**src/rtl/msx_bus_pkg.sv**
```systemverilog
// ============================================================================
// Package : msx_bus_pkg
// Shared MSX bus types and defaults for the Z80 wait-state generator.
// Rev 1.0 : initial release
// ============================================================================
`default_nettype none

package msx_bus_pkg;

    typedef enum logic [1:0] {
        IDLE = 2'd0,
        WAIT = 2'd1,
        HOLD = 2'd2
    } wait_state_e;

    localparam int unsigned WAIT_CNT_W   = 3;
    localparam int unsigned MSX_M1_WAITS = 1;
    localparam logic [7:0]  VDP_IO_BASE  = 8'h98;
    localparam logic [7:0]  VDP_IO_MASK  = 8'hFC;

endpackage

`default_nettype wire

```
**src/rtl/wait_down_counter.sv**
```systemverilog
// ============================================================================
// Module : wait_down_counter
// Loadable saturating down-counter with zero/one flags for wait timing.
// Rev 1.0 : initial release
// ============================================================================
`default_nettype none

module wait_down_counter
    import msx_bus_pkg::*;
#(
    parameter int unsigned WIDTH = WAIT_CNT_W
) (
    input  logic             clk,
    input  logic             rst_n,
    input  logic             load_i,
    input  logic [WIDTH-1:0] load_val_i,
    input  logic             en_i,
    output logic             is_zero_o,
    output logic             is_one_o
);

    logic [WIDTH-1:0] cnt_q;
    logic [WIDTH-1:0] cnt_d;

    always_comb begin
        cnt_d = cnt_q;
        if (load_i) begin
            cnt_d = load_val_i;
        end else if (en_i && (cnt_q != '0)) begin
            cnt_d = cnt_q - WIDTH'(1);
        end
    end

    always_ff @(posedge clk) begin
        if (!rst_n) begin
            cnt_q <= '0;
        end else begin
            cnt_q <= cnt_d;
        end
    end

    assign is_zero_o = (cnt_q == '0);
    assign is_one_o  = (cnt_q == WIDTH'(1));

endmodule

`default_nettype wire

```
**src/rtl/z80_wait_gen.sv**
```systemverilog
// ============================================================================
// Module : z80_wait_gen
// Z80 WAIT_n generator: M1 wait states, optional VDP I/O waits
// (macro Z80_WAIT_IO_WAIT_EN), cartridge wait ANDed in.
// Rev 1.0 : initial release
// ============================================================================
`default_nettype none

module z80_wait_gen
    import msx_bus_pkg::*;
#(
    parameter int unsigned M1_WAITS = MSX_M1_WAITS,
    parameter int unsigned IO_WAITS = 2,
    parameter logic [7:0]  IO_BASE  = VDP_IO_BASE,
    parameter logic [7:0]  IO_MASK  = VDP_IO_MASK
) (
    input  logic       clk,
    input  logic       rst_n,
    input  logic       m1_n,
    input  logic       mreq_n,
    input  logic       iorq_n,
    input  logic [7:0] io_addr,
    input  logic       ext_wait_n,
    output logic       wait_n,
    output logic       busy
);

    if ((M1_WAITS > 7) || (IO_WAITS > 7)) begin : g_param_check
        $error("z80_wait_gen: M1_WAITS/IO_WAITS must be in 0..7");
    end

    localparam logic [WAIT_CNT_W-1:0] c_M1_LOAD = WAIT_CNT_W'(M1_WAITS);
    localparam logic [WAIT_CNT_W-1:0] c_IO_LOAD = WAIT_CNT_W'(IO_WAITS);

    wait_state_e               state_q, state_d;
    logic                      int_wait_n_q, int_wait_n_d;
    logic                      w_load;
    logic [WAIT_CNT_W-1:0]     w_load_val;
    logic                      w_cnt_en;
    logic                      w_cnt_zero;
    logic                      w_cnt_one;
    logic                      w_m1_trig;
    logic                      w_io_trig;

    // Interrupt acknowledge (M1 with IORQ) is excluded by both terms.
    assign w_m1_trig = !m1_n && !mreq_n;

`ifdef Z80_WAIT_IO_WAIT_EN
    assign w_io_trig = !iorq_n && m1_n && ((io_addr & IO_MASK) == IO_BASE);
`else
    logic unused_io;
    assign unused_io = ^{io_addr, IO_BASE, IO_MASK};
    assign w_io_trig = 1'b0;
`endif

    always_comb begin
        state_d      = state_q;
        int_wait_n_d = int_wait_n_q;
        w_load       = 1'b0;
        w_load_val   = '0;
        w_cnt_en     = 1'b0;
        case (state_q)
            IDLE: begin
                if (w_m1_trig) begin
                    if (M1_WAITS > 0) begin
                        w_load       = 1'b1;
                        w_load_val   = c_M1_LOAD;
                        int_wait_n_d = 1'b0;
                        state_d      = WAIT;
                    end else begin
                        state_d      = HOLD;
                    end
                end else if (w_io_trig) begin
                    if (IO_WAITS > 0) begin
                        w_load       = 1'b1;
                        w_load_val   = c_IO_LOAD;
                        int_wait_n_d = 1'b0;
                        state_d      = WAIT;
                    end else begin
                        state_d      = HOLD;
                    end
                end
            end
            WAIT: begin
                w_cnt_en = 1'b1;
                // Count completes even if the strobes were released early.
                if (w_cnt_one || w_cnt_zero) begin
                    int_wait_n_d = 1'b1;
                    state_d      = HOLD;
                end
            end
            HOLD: begin
                if (mreq_n && iorq_n) begin
                    state_d = IDLE;
                end
            end
            default: begin
                int_wait_n_d = 1'b1;
                state_d      = IDLE;
            end
        endcase
    end

    always_ff @(posedge clk) begin
        if (!rst_n) begin
            state_q      <= IDLE;
            int_wait_n_q <= 1'b1;
        end else begin
            state_q      <= state_d;
            int_wait_n_q <= int_wait_n_d;
        end
    end

    wait_down_counter #(
        .WIDTH (WAIT_CNT_W)
    ) u_cnt (
        .clk        (clk),
        .rst_n      (rst_n),
        .load_i     (w_load),
        .load_val_i (w_load_val),
        .en_i       (w_cnt_en),
        .is_zero_o  (w_cnt_zero),
        .is_one_o   (w_cnt_one)
    );

    assign wait_n = int_wait_n_q & ext_wait_n;
    assign busy   = (state_q != IDLE);

endmodule

`default_nettype wire

```
**config.mk**
```make
export PLATFORM = sky130hd
export DESIGN_NAME = z80_wait_gen
export DESIGN_NICKNAME = d
export VERILOG_FILES = /design/src/rtl/msx_bus_pkg.sv /design/src/rtl/wait_down_counter.sv /design/src/rtl/z80_wait_gen.sv
export SDC_FILE = /design/constraint.sdc
export NUM_CORES = 1
export LEC_CHECK = 0
export BUFFER_PORTS_ARGS = -buffer_cell sky130_fd_sc_hd__buf_2
export CAP_MARGIN = 20
export CELL_PAD_IN_SITES_DETAIL_PLACEMENT = 1
export CELL_PAD_IN_SITES_GLOBAL_PLACEMENT = 1
export CORE_AREA = 2 2 39 41
export CTS_CLUSTER_DIAMETER = 150
export DETAILED_ROUTE_END_ITERATION = 7
export DIE_AREA = 0 0 41 43
export PLACE_DENSITY_LB_ADDON = 0.1
export SETUP_SLACK_MARGIN = 0.15
export SLEW_MARGIN = 20
export SYNTH_ARGS = -nofsm -noshare
export SYNTH_HDL_FRONTEND = slang
export SYNTH_SLANG_ARGS = --single-unit
export TNS_END_PERCENT = 5
```
**constraint.sdc**
```tcl
create_clock -name clk -period 2.1 [get_ports clk]
set_input_delay 0.105 -clock clk [delete_from_list [all_inputs] [get_ports clk]]
set_output_delay 0.105 -clock clk [all_outputs]
set_load 0.01 [all_outputs]
```
==> results of run 1 <==
## flip-flops by register name (all words and copies together), names as in the netlist
name          flops
int_wait_n_q      1
state_q           2
u_cnt.cnt_q       3
## worst max-delay path, stage by stage (launching register included)
cell	delay, ps
dfxtp_1	330
inv_1	110
ha_1	180
or2b_1	310
and4b_1	230
a31o_1	180
## metrics by stage
step	hold slack (ps)	total power (W)	std cells	area (um2)	utilization (%)
CTS	113	0.000309	63	427	30.8
floorplan	185	0.000176	37	349	-
finish	109	0.000302	63	427	30.8
global route	115	0.000323	63	427	30.8
detailed placement	371	0.000199	60	404	29.2
global placement	357	0.000195	60	404	29.2
## area by class of cell
class	instances	area, um2	area share, %
multi-input combinational	28	218	51.0
sequential	6	120	28.2
timing repair buffer	7	35.0	8.21
inverter	3	11.3	2.64
clock buffer	3	22.5	5.28
tap	16	20.0	4.69
## synthesized netlist by cell type, drive strengths merged
library cell  count
a2111oi           1
or4               1
o21ai             2
dfxtp             6
o21ba             1
mux2i             1
a31o              1
nor3              1
or2b              1
nand3b            2
a21boi            2
nand3             2
and4b             1
a31oi             1
ha                3
nand2             2
or2               1
a21oi             1
nor2              2
and2b             1
inv               3
and2              1
## per-layer routing
metal	GRT usage, %	wire, um	vias to the layer above
li1	-	-	154
met1	9.06	285	153
met2	20.3	441	6
met3	4.71	28	2
met4	6.00	15	0
met5	0	0	-
## worst paths after layout
kind                          startpoint                          end
max          u_cnt.cnt_q[0]$_SDFFE_PN0P_  u_cnt.cnt_q[1]$_SDFFE_PN0P_
min                                rst_n    int_wait_n_q$_SDFFE_PN1P_
max reg2reg  u_cnt.cnt_q[0]$_SDFFE_PN0P_  u_cnt.cnt_q[1]$_SDFFE_PN0P_
min reg2reg  u_cnt.cnt_q[2]$_SDFFE_PN0P_  u_cnt.cnt_q[2]$_SDFFE_PN0P_
## logic make-up after synthesis
family | after synthesis
buf+inv | 3
fa+ha+maj | 3
compound gates | 9
simple gates | 15
flops | 6
mux | 1
## where the power goes
part	internal [W]	switching, W	total (W)
Clock	0.0000646	0.0000410	0.000106
Sequential	0.000123	0.00000865	0.000132
Combinational	0.0000314	0.0000329	0.0000644
==> impl_metrics.py, run 1 <==
metrics = {
    "run_status": {
        "status": "finished, final reports clean",
    },
    "yosys": {
        "synth_compound_gate_area_share_pct": 21.5,
        "syn_area_um2": 349,
        "syn_area_per_cell_um2": 9.43,
        "synth_xor_area_share_pct": 0,
        "synth_area_leader_cell": "dfxtp_1",
        "synth.distinct_cells": 24,
        "syn_nets": 54,
        "synthTopCellsByArea": "dfxtp_1 34%, ha_1 11%, a21boi_4 5.4%",
        "synth_adder_area_share_pct": 10.8,
        "synth_seq_cells": 6,
        "synth_mux_area_share_pct": 2.87,
        "synth_cells": 37,
        "yosys.area.top_type_share_pct": 34.4,
        "yosysWarningCount": 0,
        "synth_simple_gate_area_share_pct": 27.2,
        "ys_seq_area_share_pct": 34.4,
        "synth_top_family_by_area": "simple AND/OR/NAND/NOR gates",
    },
    "worst_setup_path": {
        "criticalPathCategory": "reg2reg",
        "r2r_setup_slack_ps": 640,
        "cp_max_fo": 4,
        "end_kind": "register",
        "worstPathRequired_ps": 2230,
        "ff2ff_path_depth": 5,
        "arrival_ps": 1590,
        "startpoint_type": "register",
    },
    "sta": {
        "rsz0062_at_grt": "false",
        "worst_slack_ps": 643,
        "drv_slew": 0,
        "fmax_ghz": 0.686,
        "fin_setup_tns_ps": 0,
        "finalSetupViolations": 0,
        "post-route-min-period_ps": 1460,
        "fin_skew_ps": 1.63,
        "period_share_pct": 69.4,
        "worst_slew_pin_slew_ps": 298,
        "hold_viol_final": 0,
        "slew_headroom_pct": 79.6,
    },
    "routing": {
        "vias": 315,
        "antenna_left": 0,
        "dr.pass1.iters": 2,
        "routed_wl_um": 770,
        "routedWlPerCell_um": 12.2,
        "avgViaCountPerCell": 5.00,
        "drc_errors": 0,
        "drt_iter0_drc": 1,
    },
    "min_path": {
        "hold-path-cell-count": 2,
        "worst_hold_path_type": "in2reg",
    },
    "floorplan": {
        "rows": 14,
        "io_pins": 16,
        "dieHeight_um": 43,
        "die_area_um2": 1760,
        "initial_core_util_pct": 25.2,
        "core_area_um2": 1380,
        "die-width_um": 41,
    },
    "global_route": {
        "grt_max_degree": 8,
        "grt-ovfl-total": 0,
        "grt_pass1_wl_mm": 1.26,
        "grtUsageTotal_pct": 11.2,
        "grt_pass1_vias": 333,
        "grt_antenna_before_repair": 0,
    },
    "flow_run": {
        "drv_cap": 0,
    },
    "final_layout": {
        "layout_common_cells": "7 x buf_2, 6 x dfxtp_1, 3 x inv_1, 3 x ha_1, 3 x clkbuf_4",
        "nFillCells": 166,
        "diodes": 0,
        "final_common_cell": "buf_2",
        "drive_gt1_share_pct": 31.9,
        "fin_nets": 66,
        "syn_to_final_growth_pct": 22.2,
    },
    "clock_tree": {
        "cts-resized-gates": 0,
        "cts_hold_buf": 0,
        "cts.sinks": 6,
        "worstSkewPairLatency_ps": 240,
        "cts_max_level": 1,
        "cts_made_buffers": 3,
        "cts_setup_buffers": 0,
        "cts.clk_slew.worst_paths_ps": 40,
        "clock_path_buffers": 2,
        "root_buffer": "clkbuf_4",
        "cts_tree": "done",
    },
    "pwr": {
        "power.leakage_nw": 0.197,
        "power_density_nw_per_um2": 707,
        "ir_worst_vdd_uv": 311,
    },
    "place": {
        "portBuffers": 7,
        "dp_slack_ps": 660,
        "gp_congestion": 0.648,
        "dp_hpwl_um": 653,
    },
}
Note: power is estimated with default switching activity, not from simulation.
==> run 2: changes to the inputs <==
==> constraint.sdc (replaced) <==
create_clock -name clk -period 1.2 [get_ports clk]
set_input_delay 0.06 -clock clk [delete_from_list [all_inputs] [get_ports clk]]
set_output_delay 0.06 -clock clk [all_outputs]
set_load 0.01 [all_outputs]
==> run 2 against run 1 <==
Compared with the run above:
- critical path depth is the same
- highest routed layer unchanged
- hold slack got worse by 40 ps
- largest cell class unchanged
- flip-flop and latch count unchanged
- the flow now finishes with violations (setup timing)
==> impl_metrics.py, run 2 (synthesized netlist as in run 1, its figures left out) <==
metrics = {
    "run_status": {
        "status": "complete, but fails checks",
        "violations": "setup timing",
    },
    "place": {
        "gp_congestion": 0.708,
        "portBuffers": 7,
        "placed_cell_area_um2": 458,
        "dp_hpwl_um": 738,
    },
    "final_layout": {
        "diodes": 0,
        "drive_gt1_share_pct": 62.5,
        "reg.largest.list": "u_cnt.cnt_q: 3 flops, state_q: 2 flops, int_wait_n_q: 1 flops",
        "syn_to_final_growth_pct": 56.6,
        "largest_reg_flops": 3,
        "fin_nets": 75,
        "largest-register": "u_cnt.cnt_q",
        "fin_area_um2": 547,
        "layout_common_cells": "7 x buf_4, 6 x buf_2, 4 x dfxtp_2",
        "final_common_cell": "buf_4",
        "nFillCells": 168,
    },
    "pwr": {
        "finalPower_w": 0.000610,
        "power_density_nw_per_um2": 1120,
        "clockPowerShare_pct": 31.0,
        "p_int_w": 0.000439,
        "p_comb_share_pct": 31.4,
        "sw_frac_of_total_pct": 28.0,
        "pwr-share-seq_pct": 37.6,
        "switchingPower_w": 0.000171,
        "ir_worst_vdd_uv": 446,
        "power.leakage_nw": 0.246,
    },
    "global_route": {
        "grt_pass1_wl_mm": 1.58,
        "grt-ovfl-total": 0,
        "grt_max_degree": 7,
        "grt_antenna_before_repair": 0,
        "grtUsageTotal_pct": 14.2,
        "grt_pass1_vias": 371,
    },
    "clock_tree": {
        "cts_hold_buf": 0,
        "worstSkewPairLatency_ps": 250,
        "cts.clk_slew.worst_paths_ps": 50,
        "cts_made_buffers": 3,
        "cts.sinks": 6,
        "cts_tree": "done",
        "clock_path_buffers": 2,
        "cts_max_level": 1,
        "root_buffer": "clkbuf_4",
    },
    "min_path": {
        "worst_hold_path_type": "in2reg",
    },
    "routing": {
        "drt_iter0_drc": 1,
        "antenna_left": 0,
        "routedWlPerCell_um": 13.5,
        "dr.pass1.iters": 2,
        "vias": 345,
        "drc_errors": 0,
        "avgViaCountPerCell": 4.79,
        "routed_wl_um": 971,
    },
    "floorplan": {
        "initial_core_util_pct": 25.2,
        "io_pins": 16,
        "die_area_um2": 1760,
        "core_area_um2": 1380,
        "rows": 14,
        "dieHeight_um": 43,
        "die-width_um": 41,
    },
    "worst_setup_path": {
        "startpoint_type": "register",
        "arrival_ps": 1410,
        "cp_top_family": "simple AND/OR/NAND/NOR gates",
        "worstSetupStartpoint": "u_cnt.cnt_q[0]$_SDFFE_PN0P_",
        "criticalPathCategory": "reg2reg",
        "ff2ff_path_depth": 5,
        "worstPathRequired_ps": 1340,
        "critical_path_depth": 5,
        "worst-path-buf-inv": 1,
        "crit_chain": "inv_2 > ha_4 > or2b_4 > and4b_1 > a31o_1",
        "cp_slowest_cell": "dfxtp_2",
        "r2r-start": "u_cnt.cnt_q[0]$_SDFFE_PN0P_",
        "r2r_setup_slack_ps": -70,
        "crit_end": "u_cnt.cnt_q[1]$_SDFFE_PN0P_",
        "r2r_end": "u_cnt.cnt_q[1]$_SDFFE_PN0P_",
        "cp_max_fo": 4,
        "end_kind": "register",
        "critPathMaxStageDelay_ps": 330,
    },
    "flow_run": {
        "drv_cap": 0,
    },
    "sta": {
        "drv_slew": 0,
        "period_share_pct": 106,
        "rsz0062_at_grt": "true",
        "finalSetupViolations": 4,
        "slew_headroom_pct": 84.3,
        "worst_slew_pin_slew_ps": 235,
        "hold_viol_final": 0,
        "post-route-min-period_ps": 1270,
        "fmax_ghz": 0.786,
        "fin_skew_ps": 5.23,
        "worst_slack_ps": -72.6,
    },
}
==> run 2: cell count changes in the layout (fill, tap and decap cells not counted), moves of 2 or more <==
cell,previous run,this run
buf_4,0,7
buf_6,0,3
dfxtp_1,6,2
dfxtp_2,0,4
inv_1,3,1
inv_2,0,2
==> run 2: stage by stage <==
| stage | setup WS [ps] | util (%) | setup TNS, ps | hold WS, ps | std cells |
|---|---|---|---|---|---|
| floorplan | -85.8 | - | -107 | 140 | 37 |
| global placement | -91.8 | 33.1 | -218 | 312 | 67 |
| detailed placement | -132 | 33.1 | -444 | 309 | 67 |
| CTS | -86.6 | 37.1 | -273 | 58.7 | 71 |
| global route | -118 | 39.5 | -402 | 79.5 | 72 |
| finish | -72.6 | 39.5 | -142 | 68.7 | 72 |
==> run 2: power by group through the flow <==
| stage | combinational (W) | sequential [W] | clock (W) |
|---|---|---|---|
| floorplan | 0.0000797 | 0.000230 | 0 |
| global placement | 0.000143 | 0.000229 | 0 |
| detailed placement | 0.000149 | 0.000230 | 0 |
| CTS | 0.000169 | 0.000228 | 0.000205 |
| global route | 0.000209 | 0.000232 | 0.000220 |
| finish | 0.000192 | 0.000229 | 0.000189 |
==> run 2: worst min-delay path by stage <==
| stage | cells past startpoint | start | end | slack (ps) |
|---|---|---|---|---|
| after floorplan | 1 | rst_n | int_wait_n_q$_SDFFE_PN1P_ | 140 |
| after global placement | 2 | rst_n | int_wait_n_q$_SDFFE_PN1P_ | 310 |
| after detailed placement | 2 | rst_n | int_wait_n_q$_SDFFE_PN1P_ | 310 |
| after CTS | 2 | rst_n | int_wait_n_q$_SDFFE_PN1P_ | 60 |
| after global routing | 2 | rst_n | int_wait_n_q$_SDFFE_PN1P_ | 80 |
| final | 2 | rst_n | int_wait_n_q$_SDFFE_PN1P_ | 70 |
==> run 2: worst register-to-register path, delay by kind of cell (launching register included) <==
family | cells | cell delay [ps]
DFF | 1 | 330
buffers and inverters | 1 | 80
adders and majority gates | 1 | 130
AOI/OAI and AO/OA | 1 | 170
and+or+nand+nor | 2 | 460
==> run 2: area by class of cell <==
type / count / area, um2 / share of cell area, %
Multi-Input combinational cell: 28 / 251 / 46.0
Timing Repair Buffer: 16 / 116 / 21.3
Inverter: 3 / 11.3 / 2.06
Sequential cell: 6 / 125 / 22.9
Clock buffer: 3 / 22.5 / 4.12
Tap cell: 16 / 20.0 / 3.66
==> run 2: per-layer routing <==
layer  GRT usage [%]  up-vias  wire (um)
met5               0        -          0
met4            10.0        0          9
met3            4.71        2         28
met2            24.1        5        577
met1            13.0      165        356
li1                -      173          -
==> run 2: repair_timing <==
action                                  CTS  global route
resized for setup                         6             7
setup buffers                             1             1
endpoints found under the setup margin    7             7
pin swaps                                 2             2
==> run 3: changes to the inputs <==
--- a/config.mk
+++ b/config.mk
@@ -8,14 +8,15 @@
 export BUFFER_PORTS_ARGS = -buffer_cell sky130_fd_sc_hd__buf_2
 export CAP_MARGIN = 20
 export CELL_PAD_IN_SITES_DETAIL_PLACEMENT = 1
-export CELL_PAD_IN_SITES_GLOBAL_PLACEMENT = 1
-export CORE_AREA = 2 2 39 41
+export CELL_PAD_IN_SITES_GLOBAL_PLACEMENT = 2
+export CORE_MARGIN = 1
+export CORE_UTILIZATION = 21
 export CTS_CLUSTER_DIAMETER = 150
 export DETAILED_ROUTE_END_ITERATION = 7
-export DIE_AREA = 0 0 41 43
+export GPL_TIMING_DRIVEN = 0
 export PLACE_DENSITY_LB_ADDON = 0.1
 export SETUP_SLACK_MARGIN = 0.15
-export SLEW_MARGIN = 20
+export SLEW_MARGIN = 30
 export SYNTH_ARGS = -nofsm -noshare
 export SYNTH_HDL_FRONTEND = slang
 export SYNTH_SLANG_ARGS = --single-unit
==> run 3 against run 2 <==
Compared with the run above:
- the run still ends with setup timing left
- power fell by 2.6%
- register-to-register slack got worse by 20 ps
- combinational power fell by 11%
- critical path depth fell by 2
- worst setup slack got worse by 17 ps
==> impl_metrics.py, run 3 (synthesized netlist as in run 1, its figures left out) <==
metrics = {
    "clock_tree": {
        "cts.sinks": 6,
        "worstSkewPairLatency_ps": 240,
        "cts_max_level": 1,
        "clock_path_buffers": 2,
        "cts.clk_slew.worst_paths_ps": 50,
        "cts_tree": "done",
        "cts_made_buffers": 3,
        "cts_hold_buf": 0,
        "root_buffer": "clkbuf_4",
    },
    "routing": {
        "vias": 334,
        "antenna_left": 0,
        "routedWlPerCell_um": 13.4,
        "routed_wl_um": 911,
        "drt_iter0_drc": 3,
        "dr.pass1.iters": 2,
        "avgViaCountPerCell": 4.91,
        "drc_errors": 0,
    },
    "final_layout": {
        "largest_reg_flops": 3,
        "fin_nets": 71,
        "diodes": 0,
        "multi_input_area_um2": 253,
        "nFillCells": 179,
        "seq_area_um2": 126,
        "layout_common_cells": "6 x buf_2, 3 x clkbuf_4, 3 x dfxtp_1, 3 x buf_6, 3 x buf_4",
        "largest-register": "u_cnt.cnt_q",
        "syn_to_final_growth_pct": 49.5,
        "final_cells": 68,
        "final_common_cell": "buf_2",
        "drive_gt1_share_pct": 53.8,
        "reg.largest.list": "u_cnt.cnt_q: 3 flops, state_q: 2 flops, int_wait_n_q: 1 flops",
    },
    "sta": {
        "rsz0062_at_grt": "true",
        "hold_viol_final": 0,
        "slew_headroom_pct": 83.1,
        "period_share_pct": 107,
        "worst_slew_pin_slew_ps": 253,
        "finalSetupViolations": 5,
        "drv_slew": 0,
        "post-route-min-period_ps": 1290,
        "fmax_ghz": 0.776,
        "fin_skew_ps": 0.733,
        "worst_slack_ps": -89.1,
    },
    "run_status": {
        "violations": "setup timing",
        "status": "complete, but fails checks",
    },
    "min_path": {
        "hold_start": "rst_n",
        "holdPathEnd": "int_wait_n_q$_SDFFE_PN1P_",
        "worst_hold_path_type": "in2reg",
        "hold-path-cell-count": 2,
    },
    "worst_setup_path": {
        "r2r_end": "u_cnt.cnt_q[1]$_SDFFE_PN0P_",
        "r2r-start": "state_q[1]$_SDFFE_PN0P_",
        "r2r_setup_slack_ps": -90,
        "end_kind": "register",
        "arrival_ps": 1430,
        "cp_max_fo": 2,
        "startpoint_type": "register",
        "criticalPathCategory": "reg2reg",
        "worstPathRequired_ps": 1340,
        "ff2ff_path_depth": 3,
    },
    "floorplan": {
        "io_pins": 16,
        "initial_core_util_pct": 22.9,
        "dieHeight_um": 42.8,
        "core_area_um2": 1520,
        "die_area_um2": 1830,
        "die-width_um": 42.8,
        "rows": 14,
    },
    "pwr": {
        "p_comb_share_pct": 28.8,
        "clockPowerShare_pct": 32.3,
        "power_density_nw_per_um2": 1140,
        "p_int_w": 0.000423,
        "switchingPower_w": 0.000172,
        "pwr-share-seq_pct": 38.9,
        "power.leakage_nw": 0.228,
        "ir_worst_vdd_uv": 447,
        "sw_frac_of_total_pct": 28.9,
    },
    "global_route": {
        "grt_pass1_wl_mm": 1.48,
        "grt_antenna_before_repair": 0,
        "grt-ovfl-total": 0,
        "grtUsageTotal_pct": 11.4,
        "grt_max_degree": 8,
        "grt_pass1_vias": 367,
    },
    "place": {
        "dp_slack_ps": -153,
        "portBuffers": 7,
        "dp_cells": 60,
        "gp_congestion": 0.600,
    },
    "flow_run": {
        "drv_cap": 0,
    },
}
run 3: changes by cell type in the layout (fill, tap and decap cells not counted), sizes merged:
cell  before  now
buf       16   12
run 3: how the worst max path moves through the flow:
| stage | depth (start not counted) | endpoint | start | slack (ps) |
|---|---|---|---|---|
| 5_1_grt | 3 | u_cnt.cnt_q[1]$_SDFFE_PN0P_ | state_q[1]$_SDFFE_PN0P_ | -120 |
| 3_3_place_gp | 4 | state_q[0]$_SDFFE_PN0P_ | u_cnt.cnt_q[0]$_SDFFE_PN0P_ | -160 |
| 4_1_cts | 3 | u_cnt.cnt_q[1]$_SDFFE_PN0P_ | state_q[1]$_SDFFE_PN0P_ | -90 |
| 2_1_floorplan | 3 | u_cnt.cnt_q[1]$_SDFFE_PN0P_ | state_q[1]$_SDFFE_PN0P_ | -90 |
| 3_5_place_dp | 5 | u_cnt.cnt_q[1]$_SDFFE_PN0P_ | u_cnt.cnt_q[0]$_SDFFE_PN0P_ | -150 |
| 6_report | 3 | u_cnt.cnt_q[1]$_SDFFE_PN0P_ | state_q[1]$_SDFFE_PN0P_ | -90 |
run 3: what timing repair did:
item	4_1_cts	5_1_grt
endpoints found under the setup margin	7	7
setup buffers	4	1
resized for setup	8	5
pin swaps	2	2
run 3: cell type report:
type	count	area share (%)
repair buffers	12	16.5
inverters	3	2.64
flip-flops and latches	6	24.2
clock buffers	3	4.32
multi-input cells	28	48.4
well taps	16	3.84
run 3: worst max-delay path, cell delays in order, from the launching register on:
cell      delay [ps]
dfxtp_4          340
or4_4            520
a21boi_4         160
a31o_1           170
run 3: metrics by stage:
| stage | TNS, ps | power (W) | instance area (um2) | utilization [%] | hold WS [ps] |
|---|---|---|---|---|---|
| 2_1_floorplan | -107 | 0.000310 | 350 | - | 140 |
| 3_3_place_gp | -377 | 0.000345 | 405 | 26.6 | 311 |
| 5_1_grt | -442 | 0.000642 | 522 | 34.2 | 60.4 |
| 4_1_cts | -359 | 0.000585 | 490 | 32.2 | 54.9 |
| 6_report | -228 | 0.000595 | 522 | 34.2 | 61.4 |
| 3_5_place_dp | -452 | 0.000348 | 405 | 26.6 | 314 |
run 3: routing by layer:
metal / routed length (um) / part of all wire, % / global-route usage (%)
met5: 0 / 0 / 0
met4: 0 / 0 / 7.50
met3: 39 / 4.3 / 4.26
met2: 485 / 53 / 19.4
met1: 386 / 42 / 11.3
run 3: power groups by stage:
| stage | logic (W) | clock network (W) | registers (W) |
|---|---|---|---|
| floorplan | 0.0000797 | 0 | 0.000230 |
| global placement | 0.000111 | 0 | 0.000234 |
| detailed placement | 0.000113 | 0 | 0.000235 |
| CTS | 0.000154 | 0.000202 | 0.000230 |
| global route | 0.000191 | 0.000217 | 0.000234 |
| finish | 0.000171 | 0.000192 | 0.000231 |
